$ cat src/rtl/wb_arb_rr_if.sv
// ---------------------------------------------------------------------------
// wb_arb_rr_if
//   Signal bundle for the wb_arb_rr Wishbone arbiter: the MASTER_COUNT
//   upstream master ports (packed, master k in slice k), the single
//   downstream port, and the grant / watchdog status outputs.
//
//   Modports
//     slave  : arbiter view. It is the slave of the upstream masters, and it
//              drives the downstream port and the status outputs.
//     master : environment view. It drives the master requests and the
//              downstream slave responses.
// ---------------------------------------------------------------------------
interface wb_arb_rr_if #(
    parameter int MASTER_COUNT = 4
);
    // upstream masters
    logic [MASTER_COUNT-1:0]    m_cyc_i;
    logic [MASTER_COUNT-1:0]    m_stb_i;
    logic [MASTER_COUNT*30-1:0] m_addr_i;
    logic [MASTER_COUNT*3-1:0]  m_cti_i;
    logic [MASTER_COUNT*2-1:0]  m_bte_i;
    logic [MASTER_COUNT*4-1:0]  m_sel_i;
    logic [MASTER_COUNT-1:0]    m_we_i;
    logic [MASTER_COUNT*32-1:0] m_data_i;
    logic [31:0]                m_data_o;
    logic [MASTER_COUNT-1:0]    m_ack_o;
    logic [MASTER_COUNT-1:0]    m_err_o;

    // downstream port
    logic                       s_cyc_o;
    logic                       s_stb_o;
    logic                       s_we_o;
    logic [29:0]                s_addr_o;
    logic [2:0]                 s_cti_o;
    logic [1:0]                 s_bte_o;
    logic [3:0]                 s_sel_o;
    logic [31:0]                s_data_o;
    logic [31:0]                s_data_i;
    logic                       s_ack_i;
    logic                       s_err_i;

    // status
    logic [MASTER_COUNT-1:0]    grant_o;
    logic                       timeout_o;

    modport slave (
        input  m_cyc_i, m_stb_i, m_addr_i, m_cti_i, m_bte_i, m_sel_i, m_we_i, m_data_i,
        input  s_data_i, s_ack_i, s_err_i,
        output m_data_o, m_ack_o, m_err_o,
        output s_cyc_o, s_stb_o, s_we_o, s_addr_o, s_cti_o, s_bte_o, s_sel_o, s_data_o,
        output grant_o, timeout_o
    );

    modport master (
        output m_cyc_i, m_stb_i, m_addr_i, m_cti_i, m_bte_i, m_sel_i, m_we_i, m_data_i,
        output s_data_i, s_ack_i, s_err_i,
        input  m_data_o, m_ack_o, m_err_o,
        input  s_cyc_o, s_stb_o, s_we_o, s_addr_o, s_cti_o, s_bte_o, s_sel_o, s_data_o,
        input  grant_o, timeout_o
    );
endinterface

$ cat src/rtl/wb_arb_rr.sv
// ---------------------------------------------------------------------------
// wb_arb_rr
//   Wishbone arbiter: MASTER_COUNT masters share one downstream port.
//   Fixed priority (RR_MODE=0, lowest index wins) or round-robin (RR_MODE=1,
//   search starts after the last winner). A granted cycle is never
//   pre-empted; it ends when the owner drops cyc. A watchdog aborts a strobe
//   left unanswered for TIMEOUT cycles (0 disables it) by returning err to
//   the owner and isolating the slave until the owner releases the bus.
//
//   Ports
//     wb_clk : clock, all logic on the rising edge
//     wb_rst : synchronous active-high reset
//     bus    : wb_arb_rr_if.slave (master ports, downstream port,
//              grant_o one-hot owner, timeout_o one-cycle abort pulse)
// ---------------------------------------------------------------------------
module wb_arb_rr #(
    parameter int MASTER_COUNT = 4,
    parameter int RR_MODE      = 1,
    parameter int TIMEOUT      = 1023
) (
    input  logic         wb_clk,
    input  logic         wb_rst,
    wb_arb_rr_if.slave   bus
);
    localparam int IW   = $clog2(MASTER_COUNT);
    localparam int WD_W = (TIMEOUT > 0) ? $clog2(TIMEOUT + 1) : 1;

    typedef enum logic [1:0] {
        IDLE  = 2'd0,
        BUS   = 2'd1,
        ABORT = 2'd2,
        DRAIN = 2'd3
    } state_t;

    state_t                  state_q, state_d;
    logic [MASTER_COUNT-1:0] grant_q, grant_d;
    logic [IW-1:0]           owner_q, owner_d;   // binary index of grant_q
    logic [IW-1:0]           last_q, last_d;     // round-robin pointer
    logic [WD_W-1:0]         wd_q, wd_d;

    logic [IW-1:0]           winner;
    logic [IW:0]             cand;
    logic                    found;
    logic                    owner_cyc;
    logic                    live;
    logic                    stall;
    logic                    wd_fire;

    // Arbitration. In round-robin mode the candidate walks last+1, last+2, ...
    // modulo MASTER_COUNT; the sum never reaches 2*MASTER_COUNT, so a single
    // conditional subtraction is enough for any master count.
    // NOTE: combinational blocks use blocking '=' so later statements see the
    // values computed above them; registers are written with '<=' only.
    always_comb begin
        winner = '0;
        found  = 1'b0;
        cand   = '0;
        for (int i = 0; i < MASTER_COUNT; i++) begin
            if (RR_MODE != 0) begin
                cand = {1'b0, last_q} + (IW+1)'(i + 1);
                if (cand >= (IW+1)'(MASTER_COUNT)) begin
                    cand = cand - (IW+1)'(MASTER_COUNT);
                end
            end else begin
                cand = (IW+1)'(i);
            end
            if (!found && bus.m_cyc_i[cand[IW-1:0]]) begin
                winner = cand[IW-1:0];
                found  = 1'b1;
            end
        end
    end

    // The downstream port is live only while the owner still holds cyc, so
    // the release cycle already presents an idle bus.
    assign owner_cyc = bus.m_cyc_i[owner_q];
    assign live      = (state_q == BUS) && owner_cyc;
    assign stall     = live && bus.m_stb_i[owner_q] && !bus.s_ack_i && !bus.s_err_i;
    assign wd_fire   = (TIMEOUT > 0) && stall && (wd_q == WD_W'(TIMEOUT - 1));

    // Datapath mux and response steering.
    // NOTE: every output is given a default before any branch, so no path
    // leaves a signal unassigned and no latch is inferred.
    always_comb begin
        bus.s_cyc_o   = 1'b0;
        bus.s_stb_o   = 1'b0;
        bus.s_we_o    = 1'b0;
        bus.s_addr_o  = '0;
        bus.s_cti_o   = '0;
        bus.s_bte_o   = '0;
        bus.s_sel_o   = '0;
        bus.s_data_o  = '0;
        bus.m_data_o  = '0;
        bus.m_ack_o   = '0;
        bus.m_err_o   = '0;
        bus.timeout_o = 1'b0;
        if (live) begin
            bus.s_cyc_o  = 1'b1;
            bus.s_stb_o  = bus.m_stb_i[owner_q];
            bus.s_we_o   = bus.m_we_i[owner_q];
            bus.s_addr_o = bus.m_addr_i[int'(owner_q)*30 +: 30];
            bus.s_cti_o  = bus.m_cti_i[int'(owner_q)*3 +: 3];
            bus.s_bte_o  = bus.m_bte_i[int'(owner_q)*2 +: 2];
            bus.s_sel_o  = bus.m_sel_i[int'(owner_q)*4 +: 4];
            bus.s_data_o = bus.m_data_i[int'(owner_q)*32 +: 32];
            bus.m_data_o = bus.s_data_i;
            bus.m_ack_o  = grant_q & {MASTER_COUNT{bus.s_ack_i}};
            bus.m_err_o  = grant_q & {MASTER_COUNT{bus.s_err_i}};
        end
        if (state_q == ABORT) begin
            bus.m_err_o   = grant_q;
            bus.timeout_o = 1'b1;
        end
    end

    assign bus.grant_o = grant_q;

    // Next-state logic.
    always_comb begin
        state_d = state_q;
        grant_d = grant_q;
        owner_d = owner_q;
        last_d  = last_q;
        wd_d    = '0;
        if (stall && !wd_fire && (TIMEOUT > 0)) begin
            wd_d = wd_q + WD_W'(1);
        end
        case (state_q)
            IDLE: begin
                if (|bus.m_cyc_i) begin
                    state_d = BUS;
                    grant_d = MASTER_COUNT'(1) << winner;
                    owner_d = winner;
                    last_d  = winner;
                end
            end
            BUS: begin
                if (!owner_cyc) begin
                    state_d = IDLE;
                    grant_d = '0;
                end else if (wd_fire) begin
                    state_d = ABORT;
                end
            end
            ABORT: begin
                state_d = DRAIN;
            end
            DRAIN: begin
                if (!owner_cyc) begin
                    state_d = IDLE;
                    grant_d = '0;
                end
            end
            default: begin
                state_d = IDLE;
                grant_d = '0;
            end
        endcase
    end

    always_ff @(posedge wb_clk) begin
        if (wb_rst) begin
            state_q <= IDLE;
            grant_q <= '0;
            owner_q <= '0;
            last_q  <= IW'(MASTER_COUNT - 1);
            wd_q    <= '0;
        end else begin
            state_q <= state_d;
            grant_q <= grant_d;
            owner_q <= owner_d;
            last_q  <= last_d;
            wd_q    <= wd_d;
        end
    end
endmodule

$ cat src/flat_wrapper.sv
// flat-port wrapper written by rule: the top's interface ports become plain ports
module wb_arb_rr_flat 
#(
    parameter int MASTER_COUNT = 4,
    parameter int RR_MODE      = 1,
    parameter int TIMEOUT      = 1023
)
  (wb_clk, wb_rst, bus_m_cyc_i, bus_m_stb_i, bus_m_addr_i, bus_m_cti_i, bus_m_bte_i, bus_m_sel_i, bus_m_we_i, bus_m_data_i, bus_s_data_i, bus_s_ack_i, bus_s_err_i, bus_m_data_o, bus_m_ack_o, bus_m_err_o, bus_s_cyc_o, bus_s_stb_o, bus_s_we_o, bus_s_addr_o, bus_s_cti_o, bus_s_bte_o, bus_s_sel_o, bus_s_data_o, bus_grant_o, bus_timeout_o);
  wb_arb_rr_if #(.MASTER_COUNT(MASTER_COUNT)) bus_i ();
  input  logic wb_clk;
  input  logic wb_rst;
  input wire logic [$bits(bus_i.m_cyc_i)-1:0] bus_m_cyc_i;
  input wire logic [$bits(bus_i.m_stb_i)-1:0] bus_m_stb_i;
  input wire logic [$bits(bus_i.m_addr_i)-1:0] bus_m_addr_i;
  input wire logic [$bits(bus_i.m_cti_i)-1:0] bus_m_cti_i;
  input wire logic [$bits(bus_i.m_bte_i)-1:0] bus_m_bte_i;
  input wire logic [$bits(bus_i.m_sel_i)-1:0] bus_m_sel_i;
  input wire logic [$bits(bus_i.m_we_i)-1:0] bus_m_we_i;
  input wire logic [$bits(bus_i.m_data_i)-1:0] bus_m_data_i;
  input wire logic [$bits(bus_i.s_data_i)-1:0] bus_s_data_i;
  input wire logic [$bits(bus_i.s_ack_i)-1:0] bus_s_ack_i;
  input wire logic [$bits(bus_i.s_err_i)-1:0] bus_s_err_i;
  output wire logic [$bits(bus_i.m_data_o)-1:0] bus_m_data_o;
  output wire logic [$bits(bus_i.m_ack_o)-1:0] bus_m_ack_o;
  output wire logic [$bits(bus_i.m_err_o)-1:0] bus_m_err_o;
  output wire logic [$bits(bus_i.s_cyc_o)-1:0] bus_s_cyc_o;
  output wire logic [$bits(bus_i.s_stb_o)-1:0] bus_s_stb_o;
  output wire logic [$bits(bus_i.s_we_o)-1:0] bus_s_we_o;
  output wire logic [$bits(bus_i.s_addr_o)-1:0] bus_s_addr_o;
  output wire logic [$bits(bus_i.s_cti_o)-1:0] bus_s_cti_o;
  output wire logic [$bits(bus_i.s_bte_o)-1:0] bus_s_bte_o;
  output wire logic [$bits(bus_i.s_sel_o)-1:0] bus_s_sel_o;
  output wire logic [$bits(bus_i.s_data_o)-1:0] bus_s_data_o;
  output wire logic [$bits(bus_i.grant_o)-1:0] bus_grant_o;
  output wire logic [$bits(bus_i.timeout_o)-1:0] bus_timeout_o;
  assign bus_i.m_cyc_i = bus_m_cyc_i;
  assign bus_i.m_stb_i = bus_m_stb_i;
  assign bus_i.m_addr_i = bus_m_addr_i;
  assign bus_i.m_cti_i = bus_m_cti_i;
  assign bus_i.m_bte_i = bus_m_bte_i;
  assign bus_i.m_sel_i = bus_m_sel_i;
  assign bus_i.m_we_i = bus_m_we_i;
  assign bus_i.m_data_i = bus_m_data_i;
  assign bus_i.s_data_i = bus_s_data_i;
  assign bus_i.s_ack_i = bus_s_ack_i;
  assign bus_i.s_err_i = bus_s_err_i;
  assign bus_m_data_o = bus_i.m_data_o;
  assign bus_m_ack_o = bus_i.m_ack_o;
  assign bus_m_err_o = bus_i.m_err_o;
  assign bus_s_cyc_o = bus_i.s_cyc_o;
  assign bus_s_stb_o = bus_i.s_stb_o;
  assign bus_s_we_o = bus_i.s_we_o;
  assign bus_s_addr_o = bus_i.s_addr_o;
  assign bus_s_cti_o = bus_i.s_cti_o;
  assign bus_s_bte_o = bus_i.s_bte_o;
  assign bus_s_sel_o = bus_i.s_sel_o;
  assign bus_s_data_o = bus_i.s_data_o;
  assign bus_grant_o = bus_i.grant_o;
  assign bus_timeout_o = bus_i.timeout_o;
  wb_arb_rr #(.MASTER_COUNT(MASTER_COUNT), .RR_MODE(RR_MODE), .TIMEOUT(TIMEOUT)) u_core (.wb_clk(wb_clk), .wb_rst(wb_rst), .bus(bus_i));
endmodule
$ cat config.mk
export PLATFORM = sky130hd
export DESIGN_NAME = wb_arb_rr_flat
export DESIGN_NICKNAME = d
export VERILOG_FILES = /design/src/rtl/wb_arb_rr_if.sv /design/src/rtl/wb_arb_rr.sv /design/src/flat_wrapper.sv
export SDC_FILE = /design/constraint.sdc
export NUM_CORES = 1
export LEC_CHECK = 0
export CORE_AREA = 2 2 177 179
export CTS_BUF_LIST = sky130_fd_sc_hd__clkbuf_8
export DETAILED_ROUTE_END_ITERATION = 12
export DIE_AREA = 0 0 179 181
export MAX_ROUTING_LAYER = met4
export PLACE_DENSITY = 0.44
export SETUP_SLACK_MARGIN = 0.4
export SYNTH_ARGS = -nofsm -noshare
export SYNTH_HDL_FRONTEND = slang
export SYNTH_SLANG_ARGS = --single-unit
$ cat constraint.sdc
create_clock -name wb_clk -period 5.6 [get_ports wb_clk]
set_input_delay 1.12 -clock wb_clk [delete_from_list [all_inputs] [get_ports wb_clk]]
set_output_delay 1.12 -clock wb_clk [all_outputs]
set_load 0.01 [all_outputs]
# Word-level counts from Yosys, hierarchy flattened
# Cells that the tools add are included.
# W data, S select, Z words.
# totals
ff_bits	20
elab_cells	111
# classes
add_sub_neg	9
mul	2
order_cmp	9
n_eq_ne	8
shift	6
muxes	46
bitwise	3
n_reduce_logical	23
# ops
operator	count
$shiftx A128 B8 Y32	1
$shiftx A120 B32 Y30	1
$mux W32	2
$shiftx A12 B32 Y3	1
$mux W30	1
$mux W2	13
$mux W4	6
$shiftx A16 B5 Y4	1
$lt A2 B3 Y1 const B	5
$bmux W1 S2	7
$mux W1	14
$ge A3 B3 Y1 const B	4
$add A10 B1 Y10 const B	1
$eq A10 B10 Y1 const B	1
$logic_and A1 B1 Y1	9
$and A4 B4 Y4	2
$pmux W2 S4	1
$pmux W4 S2	1
$shiftx A8 B4 Y2	1
$sub A2 B1 Y2 const B	4
$add A2 B2 Y3 const B	2
$logic_not A1 Y1	6
$mul A2 B4 Y6 const B	1
$reduce_and A3 Y1	2
16 further kinds	19

# Logic depth before layout (Yosys ltp)
# Gate-level depths: netlist of run 1.
# logic_depth
depth_word	18
ltp_mapped	6

# Least setup slack after synthesis of run 1
# OpenSTA, ideal clock, no wires.
# synth_timing
path_type	input to output
startpoint	input port bus_m_cyc_i[3]
endpoint	output port bus_m_data_o[10]
t_arrival_ps	2241
required_ps	4480
path_slack_ps	2239
path_stages	5
n_path_buf	2
path_cell_list	mux4_2 -> nor3b_4 -> buf_4 -> clkbuf_2 -> and2_1
# synth_via
elab_chain_cells	4
# synth_rtl
element	line_no	rtl
start, declared	flat_wrapper.sv:12	input wire logic [$bits(bus_i.m_cyc_i)-1:0] bus_m_cyc_i;
$bmux W1 S2	wb_arb_rr.sv:76	assign owner_cyc = bus.m_cyc_i[owner_q];
$mux W1 (not written as such)	wb_arb_rr.sv:76	
$logic_and A1 B1 Y1	wb_arb_rr.sv:77	assign live = (state_q == BUS) && owner_cyc;
$mux W32	wb_arb_rr.sv:97	if (live) begin
end, declared	flat_wrapper.sv:23	output wire logic [$bits(bus_i.m_data_o)-1:0] bus_m_data_o;
# No other way between the ends. The select of a mux whose other input is x is not followed.

# Worst setup path in the final report of run 1
# layout_timing
startpoint	input port bus_m_cyc_i[3]
endpoint	output port bus_m_err_o[0]
# layout_via
elab_chain_cells	5
# layout_rtl
element	line_no	rtl
$bmux W1 S2	wb_arb_rr.sv:76	
$mux W1 (not written as such)	wb_arb_rr.sv:76	
$logic_and A1 B1 Y1	wb_arb_rr.sv:77	
$mux W4	wb_arb_rr.sv:97	
$mux W4	wb_arb_rr.sv:110	if (state_q == ABORT) begin
end, declared	flat_wrapper.sv:25	output wire logic [$bits(bus_i.m_err_o)-1:0] bus_m_err_o;
# No other way between the ends. The select of a mux whose other input is x is not followed.

==> results of run 1 <==
[routing by layer]
layer	up-vias	global-route usage [%]	wire [µm]
met4	0	2.374	264
met3	18	3.220	2029
met5	-	-	0
met2	205	26.49	12570
met1	2147	16.06	9250
li1	2089	-	-
[kinds of logic (layout without fill, tap and decap cells)]
family	after synthesis	in the layout
other	0	3
flip-flops	20	20
adder cells (fa/ha/maj)	2	2
AND/OR/NAND/NOR	169	169
multiplexers	75	75
AO/OA/AOI/OAI	17	17
buffers and inverters	32	461
XOR/XNOR	8	8
[layout make-up]
| cell class | instances | area (µm²) |
|---|---|---|
| inverters | 3 | 11.26 |
| repair buffers | 454 | 4547 |
| well taps | 396 | 495.5 |
| clock inverters | 1 | 30.03 |
| fillers | 3177 | 21900 |
| flip-flops and latches | 20 | 407.9 |
| multi-input cells | 271 | 2907 |
| diodes | 3 | 7.507 |
| clock buffers | 3 | 41.29 |
[final timing paths]
check / from / to / slack, ns / cells after the start
worst max register to register: u_core.owner_q[1]$_SDFFE_PP0P_ / u_core.state_q[0]$_SDFFE_PP0P_ / 3.25 / 5
worst min-delay path: u_core.wd_q[0]$_SDFF_PP0_ / u_core.wd_q[0]$_SDFF_PP0_ / 0.50 / 1
worst min register to register: u_core.wd_q[0]$_SDFF_PP0_ / u_core.wd_q[0]$_SDFF_PP0_ / 0.50 / 1
worst max-delay path: bus_m_cyc_i[3] / bus_m_err_o[0] / 0.90 / 7
[power by group through the flow]
stage,logic [mW],clock network (mW),registers [mW]
4_1_cts,0.749,0.149,0.167
6_report,0.733,0.144,0.166
3_5_place_dp,0.744,0,0.170
5_1_grt,0.782,0.156,0.168
3_3_place_gp,0.744,0,0.171
2_1_floorplan,0.312,0,0.158
[registers in the layout, indices dropped and copies added, names as in the netlist, named ones only]
name / count
u_core.state_q: 1
u_core.wd_q: 10
u_core.last_q: 2
u_core.bus.grant_o: 4
u_core.owner_q: 2
[placed cells by master, fill, tap and decap left out, types with 5 or more instances in the layout]
cell	instances
clkdlybuf4s50_1	450
and2_1	106
mux4_2	73
dfxtp_1	18
nor2_1	16
nand2_1	9
and3_1	7
nand2b_1	6
nand3_1	6
nor2b_1	5
nor3_1	5
==> summary.md, run 1 <==
| Metric | Value |
|---|---|
| Buf/Inv on CP | 3 |
| Clock network power share | 13.8% |
| Post-route minimum period | 4.702 ns |
| CTS tree | built |
| Routed Antenna Nets | 0 |
| Compound-Gate Fraction of Synth Area | 3.803% |
| Sequential fraction of the synthesis area | 11.59% |
| CP delay by family, top | buffers and inverters |
| Top_reg_cell synth | dfxtp_1 |
| Die footprint | 0.03240 mm² |
| Post-Syn Nets | 657 |
| Overflow after GRT | 0 |
| Worst vdd ir | 0.0001127 V |
| Pre-CTS setup slack | 0.8325 ns |
| Peak Freq | 212.7 MHz |
| CTS buffer count | 3 |
| DR DRC count | 0 |
| Crit path max fanout | 58 |
| Final setup viols | 0 |
| Tot GR Track Use | 14.46% |
| Status | complete, no violations |
| Port bufs | 450 |
| Netlist cell types | 37 |
| Worst clock skew | 0.004344 ns |
| Core Region | 0.03035 mm² |
| Reg power frac | 15.9% |
| Die width | 179 µm |
| Mapped Avg Cell Area | 10.70 µm² |
| Vias | 4459 |
| Psw | 0.3164 mW |
| HPWL after DPL | 20.47 mm |
| XOR/XNOR share of the synthesized area | 2.028% |
| Layout cells sized above 1 | 11.57% |
| Gate power share | 70.3% |
| PwrDens | 123.6 mW/mm² |
| Post-Synth Adder-Cell Area | 0.7244% |
| Crit start category | primary input |
| Drt via density | 3.874 |
| CP most frequent cell | clkdlybuf4s50_1 |
| Int Power | 0.7275 mW |
| Area of the mapped netlist | 0.003455 mm² |
| Nets | 1087 |
| Worst hold slack | 0.4981 ns |
| # hold bufs at CTS | 0 |
| Io pins | 451 |
| Mux cell area share after synthesis | 48.17% |
| Post-synth EDFFs | 0 |
| Area leader, netlist | mux4_2 |
| Cells after synthesis | 323 |
| Synth Area in Simple Gates | 29.41% |
| CTS HTree Levels | 1 |
| Starting Density | 11.38% |
| Slowest CP cell | clkdlybuf4s50_1 |
| Post-synth top cells | and2_1, mux4_2, dfxtp_1, nor2_1, buf_2 |
| Clock slew at reported path FFs | 0.08 ns |
| YS warnings | 0 |
| Main area contributors after synthesis | mux4_2, and2_1, dfxtp_1 |
| DR WL/cell | 20.95 µm |
| Chip height | 181 µm |
| CP cell instances | clkdlybuf4s50_1 -> mux4_2 -> nor3b_4 -> buf_4 -> a21oi_1 -> nor2b_1 -> clkdlybuf4s50_1 |
| Clock Path Buffers | 2 |
| Area post-placement | 0.008368 mm² |
| Post-Route Setup TNS | 0 ns |
| CP Class | in2out |
| Drt pass-1 iters | 4 |
| Worst EP arrival | 3.58 ns |
| Drt total wl | 24.12 mm |
| Worst Hold Class | reg2reg |
| Fin worst setup slack | 0.8985 ns |
| GPL Wtd Cong | 0.8552 |
| Core Util, Final | 27.83% |
| Final Hold Vio Count | 0 |
| P_leak | 2.837 nW |
| Max_cap viols | 0 |
| Yosys top cell area share | 47.59% |
| # resized after CTS | 0 |
| Top-count cell post-synth | and2_1 |
| Placed insts | 1144 |
| RSZ-0062 raised after global routing | no |
| Yosys reg bits | 20 |
| Via count of the first global-routing pass | 4755 |
| Setup Buffers After CTS | 0 |
| CTS root buf | clkbuf_8 |
| Final Max Slew Viols | 0 |
| Design area | 0.008447 mm² |
| Final std cells w/o fill | 1151 |
| Max incr delay on CP | 0.57 ns |
| Data required time of the worst path | 4.48 ns |
| Sw frac | 30.31% |
| Period utilization | 83.96% |
| Slew Limit Headroom | 54.70% |
| DRT iter0 DRCs | 167 |
| Worst-Margin Slew | 0.6795 ns |
| Design Power | 1.044 mW |
| Largest family of logic cells by synthesized area | multiplexers |
| Largest net degree at the start of global routing | 78 |
| Area grow syn2layout | 144.5% |
| Initial antenna violation count | 3 |
| CP endpoint kind | output port |
| Post-synth ARST share | 0% |
| First-pass GRT wire length | 33.20 mm |
| Clock sink count | 20 |
| Worst-Skew Late Latency | 0.26 ns |
| Rows | 64 |
(Power assumes the default switching activity.)
==> run 2: changes to the inputs <==
--- a/config.mk
+++ b/config.mk
@@ -5,12 +5,12 @@
 export SDC_FILE = /design/constraint.sdc
 export NUM_CORES = 1
 export LEC_CHECK = 0
-export CORE_AREA = 2 2 177 179
+export CORE_AREA = 2 2 173 175
 export CTS_BUF_LIST = sky130_fd_sc_hd__clkbuf_8
 export DETAILED_ROUTE_END_ITERATION = 12
-export DIE_AREA = 0 0 179 181
+export DIE_AREA = 0 0 175 177
 export MAX_ROUTING_LAYER = met4
-export PLACE_DENSITY = 0.44
+export PLACE_DENSITY = 0.45
 export SETUP_SLACK_MARGIN = 0.4
 export SYNTH_ARGS = -nofsm -noshare
 export SYNTH_HDL_FRONTEND = slang
==> constraint.sdc (replaced) <==
create_clock -name wb_clk -period 4.7 [get_ports wb_clk]
set_input_delay 0.94 -clock wb_clk [delete_from_list [all_inputs] [get_ports wb_clk]]
set_output_delay 0.94 -clock wb_clk [all_outputs]
set_load 0.01 [all_outputs]
==> run 2 against run 1 <==
  * Global-route usage fell by 0.18 points
  * Count of clock-buffer cells in the layout did not move
  * Clock skew rose by 0.0023 ns
  * Total power rose by 22%
  * Register-to-register slack got worse by 0.78 ns
  * First-iteration DRC count fell by 2.4%
  * Via count fell by 0.43%
  * Combinational power rose by 21%
  * Worst setup slack got worse by 0.37 ns
  * Core utilization rose by 1.3 points
  * Non-clock buffer count rose by 4
  * Critical path type unchanged
  * Largest cell class unchanged
==> summary.md, run 2 (synthesis results as in run 1) <==
| Metric | Value |
|---|---|
| Port bufs | 450 (unchanged) |
| Top reg by flops | u_core.wd_q |
| Initial antenna violation count | 2 (-1) |
| Worst vdd ir | 0.0001493 V (+32%) |
| First-pass GRT wire length | 31.79 mm (-4.2%) |
| DR DRC count | 0 (unchanged) |
| Layout cells sized above 1 | 12.17% (+0.60 points) |
| Post-route minimum period | 4.175 ns |
| Clock slew at reported path FFs | 0.09 ns (about the same) |
| Vias | 4440 (-0.43%) |
| Pre-CTS setup slack | 0.5011 ns (-0.3314 ns) |
| Area grow syn2layout | 146.6% |
| Peak Freq | 239.5 MHz |
| Final Hold Vio Count | 0 (unchanged) |
| Die footprint | 0.03098 mm² (-4.4%) |
| Core Region | 0.02924 mm² (-3.6%) |
| Nets | 1091 (+0.37%) |
| Largest net degree at the start of global routing | 61 (-22%) |
| RSZ-0062 raised after global routing | no |
| Drt via density | 3.871 (about the same) |
| HPWL after DPL | 19.69 mm (-3.8%) |
| Fin worst setup slack | 0.5254 ns (-0.3731 ns) |
| Max_cap viols | 0 (unchanged) |
| Worst-Margin Slew | 0.5848 ns (-0.09470 ns) |
| Die width | 175 µm (-2.2%) |
| Starting Density | 11.81% (+0.43 points) |
| Commonest cells after routing, fill and taps aside | clkdlybuf4s50_1, and2_1, mux4_2 |
| CP Class | in2out |
| DRT iter0 DRCs | 163 (-2.4%) |
| Commonest non-fill, non-tap cell in the layout | clkdlybuf4s50_1 |
| Routed Antenna Nets | 0 (unchanged) |
| GPL Wtd Cong | 0.8417 (-1.6%) |
| Slew Limit Headroom | 61.01% (+6.3 points) |
| Final Max Slew Viols | 0 (unchanged) |
| CTS root buf | clkbuf_8 |
| Tot GR Track Use | 14.29% (-0.18 points) |
| CP endpoint kind | output port |
| Chip height | 177 µm (-2.2%) |
| Final setup viols | 0 (unchanged) |
| Clock Path Buffers | 2 (unchanged) |
| Worst EP arrival | 3.23 ns (-0.35 ns) |
| # hold bufs at CTS | 0 (unchanged) |
| Area post-placement | 0.008393 mm² (+0.30%) |
| CTS buffer count | 3 (unchanged) |
| Fillers | 3057 (-3.8%) |
| Clock sink count | 20 (unchanged) |
| Worst clock skew | 0.006671 ns (+0.002326 ns) |
| CTS HTree Levels | 1 (unchanged) |
| Io pins | 451 (unchanged) |
| Crit start category | primary input |
| Period utilization | 88.82% |
| Drt total wl | 23.65 mm (-1.9%) |
| Rows | 63 (-1.6%) |
| Core Util, Final | 29.13% (+1.3 points) |
| Design area | 0.008518 mm² (+0.84%) |
| PwrDens | 149.4 mW/mm² (+21%) |
| Status | complete, no violations |
| Post-Route Setup TNS | 0 ns (unchanged) |
| Drt pass-1 iters | 4 (unchanged) |
| Via count of the first global-routing pass | 4533 (-4.7%) |
| CTS tree | built |
| Number of flip-flops in the largest register | 10 (unchanged) |
| Worst hold slack | 0.5011 ns (+0.002929 ns) |
| P_leak | 2.874 nW (+1.3%) |
| Worst-Skew Late Latency | 0.27 ns (about the same) |
| Worst Hold Class | reg2reg |
| DR WL/cell | 20.62 µm (-1.6%) |
| Data required time of the worst path | 3.76 ns (-0.72 ns) |
| Crit path max fanout | 53 (-8.6%) |
| Overflow after GRT | 0 (unchanged) |
-- run 2: repair_timing --
item	in CTS	in global routing
endpoints found under the setup margin	0	4
resized for setup	0	2
buffers inserted	0	2
-- run 2: final cells by class --
| class | count | area [µm²] | area share [%] |
|---|---|---|---|
| antenna | 1 | 2.502 | 0.02938 |
| clock buffer | 3 | 41.29 | 0.4847 |
| clock inverter | 1 | 30.03 | 0.3525 |
| inverter | 3 | 11.26 | 0.1322 |
| multi-input combinational | 271 | 2918 | 34.25 |
| sequential | 20 | 407.9 | 4.788 |
| tap | 390 | 488.0 | 5.729 |
| timing repair buffer | 458 | 4619 | 54.23 |
-- run 2: per-layer routing --
layer / vias up / GRT usage, % / share of wire [%] / routed length, µm
met5: - / - / 0 / 0
met3: 7 / 3.028 / 6.8 / 1618
li1: 2097 / - / - / -
met2: 210 / 25.68 / 52 / 12240
met1: 2126 / 17.11 / 41 / 9695
met4: 0 / 1.042 / 0.39 / 92
-- run 2: critical path: stages --
cell and delay, ns:
clkdlybuf4s50_1 0.50, mux4_2 0.54, nor3b_4 0.17, buf_4 0.16, buf_12 0.16, and2_1 0.17, clkdlybuf4s50_1 0.54
-- run 2: report_power, final --
part | switching [mW] | total (mW) | internal [mW]
logic | 0.298 | 0.886 | 0.589
registers | 0.0311 | 0.209 | 0.178
clock network | 0.0641 | 0.178 | 0.114
-- run 2: final timing paths --
check        cells past startpoint                      startpoint  slack, ns                        endpoint
min                              1       u_core.wd_q[0]$_SDFF_PP0_       0.50       u_core.wd_q[0]$_SDFF_PP0_
min reg2reg                      1       u_core.wd_q[0]$_SDFF_PP0_       0.50       u_core.wd_q[0]$_SDFF_PP0_
max                              7                  bus_m_cyc_i[3]       0.53                bus_s_addr_o[27]
max reg2reg                      6  u_core.owner_q[0]$_SDFFE_PP0P_       2.47  u_core.state_q[0]$_SDFFE_PP0P_
-- run 2: metrics by stage --
step	std cells	total power [mW]
finish	1147	1.273
global route	1147	1.339
CTS	1143	1.275
detailed placement	1139	1.093
global placement	1139	1.099
floorplan	323	0.5592
